--- src/rtl/lab_dp_pkg.sv ---
// Shared definitions for the round-robin datapath scheduler.
// Holds default sizing, the pick result type and the round-robin search
// function used by the arbiter.
package lab_dp_pkg;

    localparam int unsigned NREQ_DEF  = 4;
    localparam int unsigned DIV_W_DEF = 4;
    localparam int unsigned ID_W      = $clog2(NREQ_DEF);

    // Upper bound the search function is written for; NREQ must not exceed it.
    localparam int unsigned MAX_NREQ  = 16;
    localparam int unsigned MAX_ID_W  = 4;

    typedef struct packed {
        logic                found;
        logic [MAX_ID_W-1:0] idx;
    } rr_pick_t;

    // First asserted request at or after last+1 (mod n); found=0 if none.
    function automatic rr_pick_t rr_pick(input logic [MAX_NREQ-1:0] req,
                                         input logic [MAX_ID_W-1:0] last,
                                         input int unsigned         n);
        rr_pick_t    res;
        int unsigned k;
        res = '0;
        for (int unsigned i = 1; i <= MAX_NREQ; i++) begin
            k = 32'(last) + i;
            if (k >= n) k = k - n;
            if (i <= n && !res.found && req[MAX_ID_W'(k)]) begin
                res.found = 1'b1;
                res.idx   = MAX_ID_W'(k);
            end
        end
        return res;
    endfunction

endpackage

--- src/rtl/lab_rr_arb.sv ---
// Round-robin arbiter: keeps the most recent grantee and picks the next
// requester after it.
// Ports: clk, rst_n; req (per-requester request); accept (issue this cycle);
//        gnt (one-hot grant, zero unless accept); winner (index of the pick);
//        found (some request is asserted).
module lab_rr_arb
    import lab_dp_pkg::*;
#(
    parameter int unsigned NREQ = NREQ_DEF,
    parameter int unsigned IDW  = ID_W
) (
    input  logic            clk,
    input  logic            rst_n,
    input  logic [NREQ-1:0] req,
    input  logic            accept,
    output logic [NREQ-1:0] gnt,
    output logic [IDW-1:0]  winner,
    output logic            found
);

    logic [IDW-1:0] last;
    rr_pick_t       pick;
    logic           unused_pick_hi;

    // Search starting just after the previous grantee.
    always_comb begin
        pick = rr_pick(MAX_NREQ'(req), MAX_ID_W'(last), NREQ);
    end

    assign winner         = IDW'(pick.idx);
    assign found          = pick.found;
    assign unused_pick_hi = |(pick.idx >> IDW);

    // One-hot grant decode, only when the slot is actually taken.
    always_comb begin
        gnt = '0;
        if (accept) gnt[winner] = 1'b1;
    end

    // Reset to the last index so requester 0 has first priority.
    always_ff @(posedge clk or negedge rst_n) begin
        if (!rst_n) begin
            last <= IDW'(NREQ - 1);
        end else if (accept) begin
            last <= winner;
        end
    end

endmodule

--- src/rtl/lab_dp_sched.sv ---
// Round-robin scheduler sharing one two-stage logic datapath among NREQ
// requesters; issue slots paced by a programmable divider; results returned
// with the requester ID under valid/ready.
// Ports: clk, rst_n; req/in_a/in_b (per-requester request and operands);
//        gnt (one-hot grant, same cycle as acceptance); div_cfg (one slot per
//        div_cfg+1 cycles); out_valid/out_ready/out_y/out_id (result
//        handshake); busy (any stage holds a valid entry).
module lab_dp_sched
    import lab_dp_pkg::*;
#(
    parameter int unsigned NREQ  = NREQ_DEF,
    parameter int unsigned DIV_W = DIV_W_DEF
) (
    input  logic                    clk,
    input  logic                    rst_n,
    input  logic [NREQ-1:0]         req,
    input  logic [NREQ-1:0]         in_a,
    input  logic [NREQ-1:0]         in_b,
    output logic [NREQ-1:0]         gnt,
    input  logic [DIV_W-1:0]        div_cfg,
    output logic                    out_valid,
    input  logic                    out_ready,
    output logic                    out_y,
    output logic [$clog2(NREQ)-1:0] out_id,
    output logic                    busy
);

    localparam int unsigned IW = $clog2(NREQ);

    logic [DIV_W-1:0] cnt;
    logic             tick;
    logic             accept;
    logic             found;
    logic [IW-1:0]    winner;
    logic             s1_v, s2_v;
    logic             s1_ready, s2_ready;
    logic             rega, regb, regc;
    logic [IW-1:0]    id1, id2;
    logic             op_a, op_b;

    // Slot counter free-runs; lowering div_cfg below cnt wraps next cycle.
    always_ff @(posedge clk or negedge rst_n) begin
        if (!rst_n) begin
            cnt <= '0;
        end else if (cnt >= div_cfg) begin
            cnt <= '0;
        end else begin
            cnt <= cnt + DIV_W'(1);
        end
    end

    assign tick     = (cnt == '0);
    assign s2_ready = !s2_v || out_ready;
    assign s1_ready = !s1_v || s2_ready;
    // rst_n gating keeps gnt quiet while reset is held.
    assign accept   = rst_n && tick && found && s1_ready;

    lab_rr_arb #(
        .NREQ (NREQ),
        .IDW  (IW)
    ) u_arb (
        .clk    (clk),
        .rst_n  (rst_n),
        .req    (req),
        .accept (accept),
        .gnt    (gnt),
        .winner (winner),
        .found  (found)
    );

    assign op_a = in_a[winner];
    assign op_b = in_b[winner];

    // Stage 1: OR/XOR of the winning operands; empties as it advances.
    always_ff @(posedge clk or negedge rst_n) begin
        if (!rst_n) begin
            s1_v <= 1'b0;
            rega <= 1'b0;
            regb <= 1'b0;
            id1  <= '0;
        end else if (accept) begin
            s1_v <= 1'b1;
            rega <= op_a | op_b;
            regb <= op_a ^ op_b;
            id1  <= winner;
        end else if (s2_ready) begin
            s1_v <= 1'b0;
        end
    end

    // Stage 2: NAND stage; holds while the sink stalls.
    always_ff @(posedge clk or negedge rst_n) begin
        if (!rst_n) begin
            s2_v <= 1'b0;
            regc <= 1'b0;
            id2  <= '0;
        end else if (s2_ready) begin
            s2_v <= s1_v;
            regc <= !(rega && regb);
            id2  <= id1;
        end
    end

    assign out_y     = ~regc;
    assign out_valid = s2_v;
    assign out_id    = id2;
    assign busy      = s1_v || s2_v;

endmodule

--- config.mk ---
export PLATFORM = sky130hd
export DESIGN_NAME = lab_dp_sched
export DESIGN_NICKNAME = d
export VERILOG_FILES = /design/src/rtl/lab_dp_pkg.sv /design/src/rtl/lab_rr_arb.sv /design/src/rtl/lab_dp_sched.sv
export SDC_FILE = /design/constraint.sdc
export NUM_CORES = 1
export LEC_CHECK = 0
export CAP_MARGIN = 20
export CORE_ASPECT_RATIO = 1.75
export CORE_UTILIZATION = 56
export DETAILED_ROUTE_END_ITERATION = 10
export GPL_TIMING_DRIVEN = 0
export PLACE_DENSITY_LB_ADDON = 0.12
export SYNTH_ARGS = -nofsm -noshare
export SYNTH_HDL_FRONTEND = slang
export SYNTH_SLANG_ARGS = --single-unit
export TNS_END_PERCENT = 10
--- constraint.sdc ---
create_clock -name clk -period 7.55 [get_ports clk]
set_input_delay 1.1325 -clock clk [delete_from_list [all_inputs] [get_ports clk]]
set_output_delay 1.1325 -clock clk [all_outputs]
set_load 0.01 [all_outputs]
==> metrics.log, run 1 <==
[metrics] outcome: finished clean
[metrics] Post-Synthesis Mean Instance Area: 9.30 um^2
[metrics] power density relative to cell area: ~470 nW/um^2
[metrics] worst rel slew slack: a little over half
[metrics] destination of the worst register-to-register timing path: regb
[metrics] Cell Area, Synth: 1450 um^2
[metrics] Slew @ Worst Pin: ~0.68 ns
[metrics] Clock Latency Late Sink: 0.24 ns
[metrics] minimum clock period after layout: 5.03 ns
[metrics] Critical Path Start Type: flop
[metrics] hold buffer count at cts: 0
[metrics] die area: ~2800 um^2
[metrics] Die Wd: 40.5 um
[metrics] # IOs: 28
[metrics] Post-Synthesis Net Count: about 190
[metrics] share of flip-flops with an asynchronous set or reset after synthesis: 100%
[metrics] routability congestion estimate: between 0.8 and 0.9
[metrics] Num CTS Buffers: 3
[metrics] slack of the worst reg-to-reg path: 3.63 ns
[metrics] Max Buffers Root-to-Sink: 2
[metrics] antenna violations before repair: 0
[metrics] initial core utilization: 58.9%
[metrics] Routed wire per std cell: 14.5 um
[metrics] critical path start-end classification: reg2out
[metrics] part of the cycle the worst path needs: 66.6%
[metrics] Crit-path slowest cell: sky130_fd_sc_hd__dfstp_2
[metrics] origin of the critical flop-to-flop path: u_arb.last[0]
[metrics] first-pass iteration count of the detailed router: 4
[metrics] Die Ht: approximately 70 um
[metrics] number of nets with antenna violations after detailed routing: 0
[metrics] Row Count: 24
[metrics] area after detailed placement: approximately 1800 um^2
[metrics] aggregate routed wire length: 3.09 mm
[metrics] total congestion overflow after global routing: 0
[metrics] wire length of the first global-routing pass: between 5 and 6 mm
[metrics] number of design-rule violations left by the first detailed-router iteration: 29
[metrics] synthesized flop and latch total: 15
[metrics] Register-to-Register Path Depth: 13
[metrics] sequential share of the synthesized area: 26.0%
[metrics] count of flip-flops with a built-in enable after synthesis: 0
[metrics] Final TNS setup: 0 ns
[metrics] number of instances resized during post-cts repair: 0
[metrics] reported max-cap violation count: 0
[metrics] critical-path cell list: buf_6 -> buf_4 -> inv_1 -> clkbuf_1 -> ha_1 -> a21bo_2 -> o22ai_2 -> a211oi_4 -> nor2_1 -> a31oi_1 -> nor3b_2 -> clkdlybuf4s50_1
[metrics] diodes inserted: 0
[metrics] CTS root buffer: sky130_fd_sc_hd__clkbuf_8
[metrics] clock tree from TritonCTS: yes
[metrics] clock transition at the registers of the reported paths: 0.06 ns
[metrics] Final Hold Violating Endpoints: 0
[metrics] largest net degree at the start of global routing: 17
[metrics] worst voltage drop across the vdd grid: 270 uV
[metrics] via count of the first global-routing pass: roughly 1,300
[metrics] fraction of final layout cells sized beyond drive strength 1: 19.3%
[metrics] reported leakage power: 0.811 nW
[metrics] delay of the slowest cell on the worst path: 0.58 ns
[metrics] Post-Synthesis Cells: 156
[metrics] maximum fanout count along the critical path: 11
[metrics] ys flop type: sky130_fd_sc_hd__dfrtp_1
[metrics] RSZ-0062 raised after global routing: no
[metrics] Critical Path Start: u_arb.last[0]
[metrics] Tot GR Track Use: 25.3%
[metrics] achievable clock frequency: 0.199 GHz
[metrics] capturing element of the worst setup path: gnt[2]
[metrics] number of unique standard cell types used by synthesis: 48
[metrics] total of endpoints with negative setup slack in the final report: 0
[metrics] signed area change from the synthesized netlist to the final layout: 24.0%
[metrics] via count normalized by instance count: about 5.8
[metrics] CP Capture Type: output pin
[metrics] post-CTS setup repair buffer count: 0
[metrics] DRC violations left: 0
[metrics] H-tree levels: 1
[metrics] count of clock tree sinks: 15
[metrics] cell area after layout: 1800 um^2
[metrics] post-detail-place hpwl: 2.51 mm
[metrics] Worst Skew: 0.00129 ns
[metrics] kind of path behind the tightest hold check: reg2reg
[metrics] required time worst endpoint: roughly 6.4 ns
[metrics] Final nets: 219
[metrics] warning count from the yosys run: 0
[metrics] Port-buffer cells: 27
[metrics] Vias: roughly 1,200
[metrics] data arrival at the endpoint of the critical path: 3.90 ns
[metrics] final max-slew violation count: 0
[metrics] core outline area: 2460 um^2
## layout by cell type, fill, tap and decap left out, types with 2 or more instances in the layout
| cell type | count |
|---|---|
| sky130_fd_sc_hd__a211oi_2 | 4 |
| sky130_fd_sc_hd__a22o_1 | 4 |
| sky130_fd_sc_hd__a31oi_1 | 2 |
| sky130_fd_sc_hd__buf_4 | 3 |
| sky130_fd_sc_hd__buf_6 | 2 |
| sky130_fd_sc_hd__clkbuf_1 | 2 |
| sky130_fd_sc_hd__clkbuf_8 | 3 |
| sky130_fd_sc_hd__clkdlybuf4s50_1 | 27 |
| sky130_fd_sc_hd__dfrtp_1 | 13 |
| sky130_fd_sc_hd__dfstp_2 | 2 |
| sky130_fd_sc_hd__ha_1 | 12 |
| sky130_fd_sc_hd__inv_1 | 10 |
| sky130_fd_sc_hd__mux2_1 | 2 |
| sky130_fd_sc_hd__mux2_2 | 3 |
| sky130_fd_sc_hd__mux2i_1 | 6 |
| sky130_fd_sc_hd__mux2i_4 | 2 |
| sky130_fd_sc_hd__nand2_1 | 27 |
| sky130_fd_sc_hd__nand2b_1 | 4 |
| sky130_fd_sc_hd__nor2_1 | 11 |
| sky130_fd_sc_hd__nor2b_1 | 3 |
| sky130_fd_sc_hd__nor3b_2 | 2 |
| sky130_fd_sc_hd__o21ai_0 | 7 |
| sky130_fd_sc_hd__o21ai_1 | 3 |
| sky130_fd_sc_hd__o22ai_2 | 2 |
| sky130_fd_sc_hd__o31ai_1 | 4 |
| sky130_fd_sc_hd__xnor2_1 | 3 |
## critical path: cells and delay by family, from the launching register on
kind | cells | cell delay [ns]
buffers and inverters | 5 | 1.28
AO/OA/AOI/OAI | 4 | 1.06
flip-flops | 1 | 0.58
adder cells (fa/ha/maj) | 1 | 0.45
AND/OR/NAND/NOR | 2 | 0.30
## Yosys cell counts (2+ instances only)
cell                       instances  area (um^2)
sky130_fd_sc_hd__buf_6             2         22.5
sky130_fd_sc_hd__buf_4             3         22.5
sky130_fd_sc_hd__nand2b_1          4         25.0
sky130_fd_sc_hd__a22o_1            4         35.0
sky130_fd_sc_hd__xnor2_1           3         26.3
sky130_fd_sc_hd__nor2_1           11         41.3
sky130_fd_sc_hd__nor3b_2           2         25.0
sky130_fd_sc_hd__a31oi_1           2         12.5
sky130_fd_sc_hd__o21ai_1           3         15.0
sky130_fd_sc_hd__ha_1             12          150
sky130_fd_sc_hd__nand2_1          27          101
sky130_fd_sc_hd__dfrtp_1          13          325
sky130_fd_sc_hd__o22ai_2           2         25.0
sky130_fd_sc_hd__mux2i_4           2         45.0
sky130_fd_sc_hd__dfstp_2           2         52.6
sky130_fd_sc_hd__mux2_1            2         22.5
sky130_fd_sc_hd__a211oi_2          4         50.1
sky130_fd_sc_hd__mux2i_1           6         60.1
sky130_fd_sc_hd__nor2b_1           3         18.8
sky130_fd_sc_hd__o31ai_1           4         30.0
sky130_fd_sc_hd__inv_1            10         37.5
sky130_fd_sc_hd__o21ai_0           7         35.0
sky130_fd_sc_hd__mux2_2            3         33.8
## registers in the layout, indices dropped and copies added, names as in the netlist, 2 cells and up
register,count
out_id,2
u_arb.last,2
cnt,4
id1,2
## report_power, final
part | internal [mW] | switching (mW)
clock | 0.0373 | 0.0252
combinational | 0.302 | 0.335
sequential | 0.121 | 0.0295
total | 0.460 | 0.389
## metrics by stage
step	hold WS [ns]	instances	setup WS (ns)	power (mW)	utilization, %
after global placement	0.443	209	2.83	0.759	71.2
final	0.458	213	2.52	0.849	73.1
after detailed placement	0.456	209	2.77	0.785	71.2
after CTS	0.461	213	2.51	0.854	73.1
after floorplan	0.421	156	3.65	0.639	-
after global routing	0.497	213	2.26	0.922	73.1
## cell families (layout without fill, tap and decap cells)
family          count (synthesis)  in the layout  share of synthesized area, %
flops                          15             15                          26.0
compound gates                 36             36                          21.1
xor+xnor                        4              4                          2.41
fa+ha+maj                      12             12                          10.3
buf+inv                        17             48                          6.29
mux                            14             14                          12.2
simple gates                   58             58                          21.6
## routing by layer
layer / vias to the layer above / GRT usage [%] / routed length [um]
met2: 24 / 47.3 / 1850
met3: 7 / 1.28 / 41
met1: 596 / 24.0 / 1130
met5: - / 0 / 0
li1: 610 / - / -
met4: 0 / 13.0 / 63
## worst min path at each step
stage	startpoint	to	cells past startpoint
after global routing	out_id[1]	out_id[1]	2
after floorplan	regb	regc	1
after CTS	regb	regc	1
after global placement	regb	regc	1
final	regb	regc	1
after detailed placement	regb	regc	1
## cell type report
cell class                 instances  area (um^2)
inverter                          10         37.5
clock buffer                       4         45.0
buffer                             7         53.8
timing repair buffer              27          270
tap                               26         32.5
sequential                        15          378
multi-input combinational        124          982
fill                             195          663
Power figures use the tool's default switching activity.
==> run 2, diff against run 1 <==
--- a/config.mk
+++ b/config.mk
@@ -7,7 +7,7 @@
 export LEC_CHECK = 0
 export CAP_MARGIN = 20
 export CORE_ASPECT_RATIO = 1.75
-export CORE_UTILIZATION = 56
+export CORE_UTILIZATION = 52
 export DETAILED_ROUTE_END_ITERATION = 10
 export GPL_TIMING_DRIVEN = 0
 export PLACE_DENSITY_LB_ADDON = 0.12
==> constraint.sdc (replaced) <==
create_clock -name clk -period 5.1 [get_ports clk]
set_input_delay 0.765 -clock clk [delete_from_list [all_inputs] [get_ports clk]]
set_output_delay 0.765 -clock clk [all_outputs]
set_load 0.01 [all_outputs]
==> run 2 against run 1 <==
Effect of this change:
- worst hold slack got worse by 0.012 ns
- clock skew hardly changed
- setup slack lost 2.1 ns
- sequential power is 47% higher
- clock power rose by 49%
- combinational power grew 46%
- routed wire length decreased by 2.5%
==> metrics.log, run 2 (synthesized netlist as in run 1, its figures left out) <==
[metrics] outcome: finished clean
[metrics] largest register by flop count: cnt
[metrics] cell area after layout: approximately 1800 um^2
[metrics] slack of the worst reg-to-reg path: ~1.2 ns
[metrics] fraction of power spent switching nets: between 40% and 50%
[metrics] logic gate share of total power: 74.7%
[metrics] number of nets with antenna violations after detailed routing: 0
[metrics] max FFs per register: 4
[metrics] H-tree levels: 1
[metrics] number of instances resized during post-cts repair: 0
[metrics] wire length of the first global-routing pass: between 5 and 6 mm
[metrics] fraction of final layout cells sized beyond drive strength 1: between 15 and 20%
[metrics] Critical Path Start: u_arb.last[0]
[metrics] final max-slew violation count: 0
[metrics] Register-to-Register Path Depth: 13
[metrics] Row Count: 25
[metrics] Post-Route Utilization: 67.7%
[metrics] total of endpoints with negative setup slack in the final report: 0
[metrics] most frequent cell on the critical path: sky130_fd_sc_hd__o22ai_2
[metrics] worst rel slew slack: 53.9%
[metrics] reported max-cap violation count: 0
[metrics] required time worst endpoint: 4.34 ns
[metrics] number of fill cells: 230
[metrics] DRC violations left: 0
[metrics] area taken by flip-flops and latches: 378 um^2
[metrics] internal portion of total power: approximately 0.68 mW
[metrics] capturing element of the worst setup path: gnt[0]
[metrics] RSZ-0062 raised after global routing: no
[metrics] diodes inserted: 0
[metrics] data arrival at the endpoint of the critical path: 3.92 ns
[metrics] first-pass iteration count of the detailed router: 4
[metrics] net switching power of the design: 0.567 mW
[metrics] Critical Path Start Type: flop
[metrics] Worst Skew: ~0.0016 ns
[metrics] clock tree from TritonCTS: yes
[metrics] hold buffer count at cts: 0
[metrics] CTS root buffer: sky130_fd_sc_hd__clkbuf_8
[metrics] critical-path cell list: buf_6 -> buf_4 -> inv_1 -> clkbuf_1 -> ha_1 -> a21bo_2 -> o22ai_2 -> nor3_2 -> nor3b_1 -> o22ai_2 -> nor3b_2 -> clkdlybuf4s50_1
[metrics] Max Buffers Root-to-Sink: 2
[metrics] Final TNS setup: 0 ns
[metrics] CP Capture Type: output pin
[metrics] reported leakage power: 0.811 nW
[metrics] core outline area: 2660 um^2
[metrics] Num CTS Buffers: 3
[metrics] launch point of the worst hold path: regb
[metrics] Port-buffer cells: 27
[metrics] critical path start-end classification: reg2out
[metrics] Final nets: 219
[metrics] multi-input combinational cell area: 982 um^2
[metrics] kind of path behind the tightest hold check: reg2reg
[metrics] die area: between 3000 and 4000 um^2
[metrics] signed area change from the synthesized netlist to the final layout: 24.1%
[metrics] power density relative to cell area: 691 nW/um^2
[metrics] Die Wd: 41.9 um
[metrics] aggregate routed wire length: 3.01 mm
[metrics] Min Hold Slack: 0.446 ns
[metrics] Vias: 1,226
[metrics] count of clock tree sinks: 15
[metrics] largest net degree at the start of global routing: 17
[metrics] destination of the worst register-to-register timing path: regb
[metrics] Die Ht: 71.9 um
[metrics] maximum fanout count along the critical path: 11
[metrics] Slew @ Worst Pin: 0.689 ns
[metrics] # IOs: 28
[metrics] initial core utilization: a little over half
[metrics] delay of the slowest cell on the worst path: 0.59 ns
[metrics] part of the cycle the worst path needs: about nine tenths
[metrics] part of the total power dissipated in sequential elements: 17.8%
[metrics] Final Hold Violating Endpoints: 0
[metrics] clock transition at the registers of the reported paths: 0.06 ns
[metrics] achievable clock frequency: 0.214 GHz
[metrics] origin of the critical flop-to-flop path: u_arb.last[0]
[metrics] Clock Latency Late Sink: 0.24 ns
[metrics] area after detailed placement: between 1500 and 2000 um^2
[metrics] total congestion overflow after global routing: 0
[metrics] Crit-path slowest cell: sky130_fd_sc_hd__dfstp_2
[metrics] number of design-rule violations left by the first detailed-router iteration: 50
[metrics] highest-count cells in the layout ignoring fill and taps: sky130_fd_sc_hd__nand2_1 (27), sky130_fd_sc_hd__clkdlybuf4s50_1 (27), sky130_fd_sc_hd__dfrtp_1 (13)
[metrics] Tot GR Track Use: 21.5%
[metrics] antenna violations before repair: 0
[metrics] post-CTS setup repair buffer count: 0
[metrics] minimum clock period after layout: 4.68 ns
[metrics] routability congestion estimate: between 0.7 and 0.8
[metrics] worst voltage drop across the vdd grid: 498 uV
[metrics] Routed wire per std cell: 14.1 um
[metrics] share of total power in the clock network: 7.5%
[metrics] post-detail-place hpwl: 2.43 mm
[metrics] via count normalized by instance count: between 5 and 6
[metrics] via count of the first global-routing pass: 1,243
-- run 2: cell counts in the layout (fill, tap and decap cells not counted) --
Identical to the previous run, type by type.
-- run 2: power by group through the flow --
| stage | Clock [mW] | Sequential [mW] | Combinational [mW] |
|---|---|---|---|
| detailed placement | 0 | 0.223 | 0.930 |
| finish | 0.0931 | 0.222 | 0.930 |
| floorplan | 0 | 0.218 | 0.729 |
| global placement | 0 | 0.220 | 0.904 |
| global route | 0.104 | 0.230 | 1.03 |
| CTS | 0.0952 | 0.222 | 0.934 |
-- run 2: stage by stage --
step           worst slack, ns  total power [mW]  instances
6_report                 0.416              1.24        214
5_1_grt                  0.134              1.36        214
4_1_cts                  0.388              1.25        214
3_5_place_dp             0.661              1.15        210
3_3_place_gp             0.756              1.12        210
2_1_floorplan             1.57             0.947        156
-- run 2: worst min path at each step --
stage,depth (start not counted),slack [ns],to
CTS,1,0.45,regc
global route,1,0.46,regc
global placement,1,0.44,regc
finish,1,0.45,regc
detailed placement,1,0.44,regc
floorplan,1,0.42,regc
-- run 2: critical path: cells and delay by family, from the launching register on --
family / cells / cell delay (ns)
buf+inv: 5 / 1.25
compound gates: 3 / 0.86
flops: 1 / 0.59
simple gates: 3 / 0.50
fa+ha+maj: 1 / 0.46
-- run 2: routing by layer --
| layer | vias to the layer above | track usage [%] | part of all wire [%] |
|---|---|---|---|
| met3 | 6 | 1.99 | 3.1 |
| met1 | 585 | 22.3 | 39 |
| met2 | 26 | 42.4 | 57 |
| met5 | - | 0 | 0 |
| met4 | 0 | 8.96 | 1.3 |
| li1 | 609 | - | - |
-- run 2: final cells by class --
| type | instances | area share [%] |
|---|---|---|
| multi-input combinational | 124 | 54.6 |
| sequential | 15 | 21.0 |
| timing repair buffer | 27 | 15.0 |
| buffer | 7 | 2.99 |
| clock buffer | 4 | 2.50 |
| inverter | 10 | 2.08 |
| tap | 27 | 1.88 |
==> run 3, diff against run 2 <==
--- a/config.mk
+++ b/config.mk
@@ -11,6 +11,7 @@
 export DETAILED_ROUTE_END_ITERATION = 10
 export GPL_TIMING_DRIVEN = 0
 export PLACE_DENSITY_LB_ADDON = 0.12
+export SLEW_MARGIN = 20
 export SYNTH_ARGS = -nofsm -noshare
 export SYNTH_HDL_FRONTEND = slang
 export SYNTH_SLANG_ARGS = --single-unit
==> results of run 3 <==
The final DEF is identical to that of run 2; final timing and power are the same.
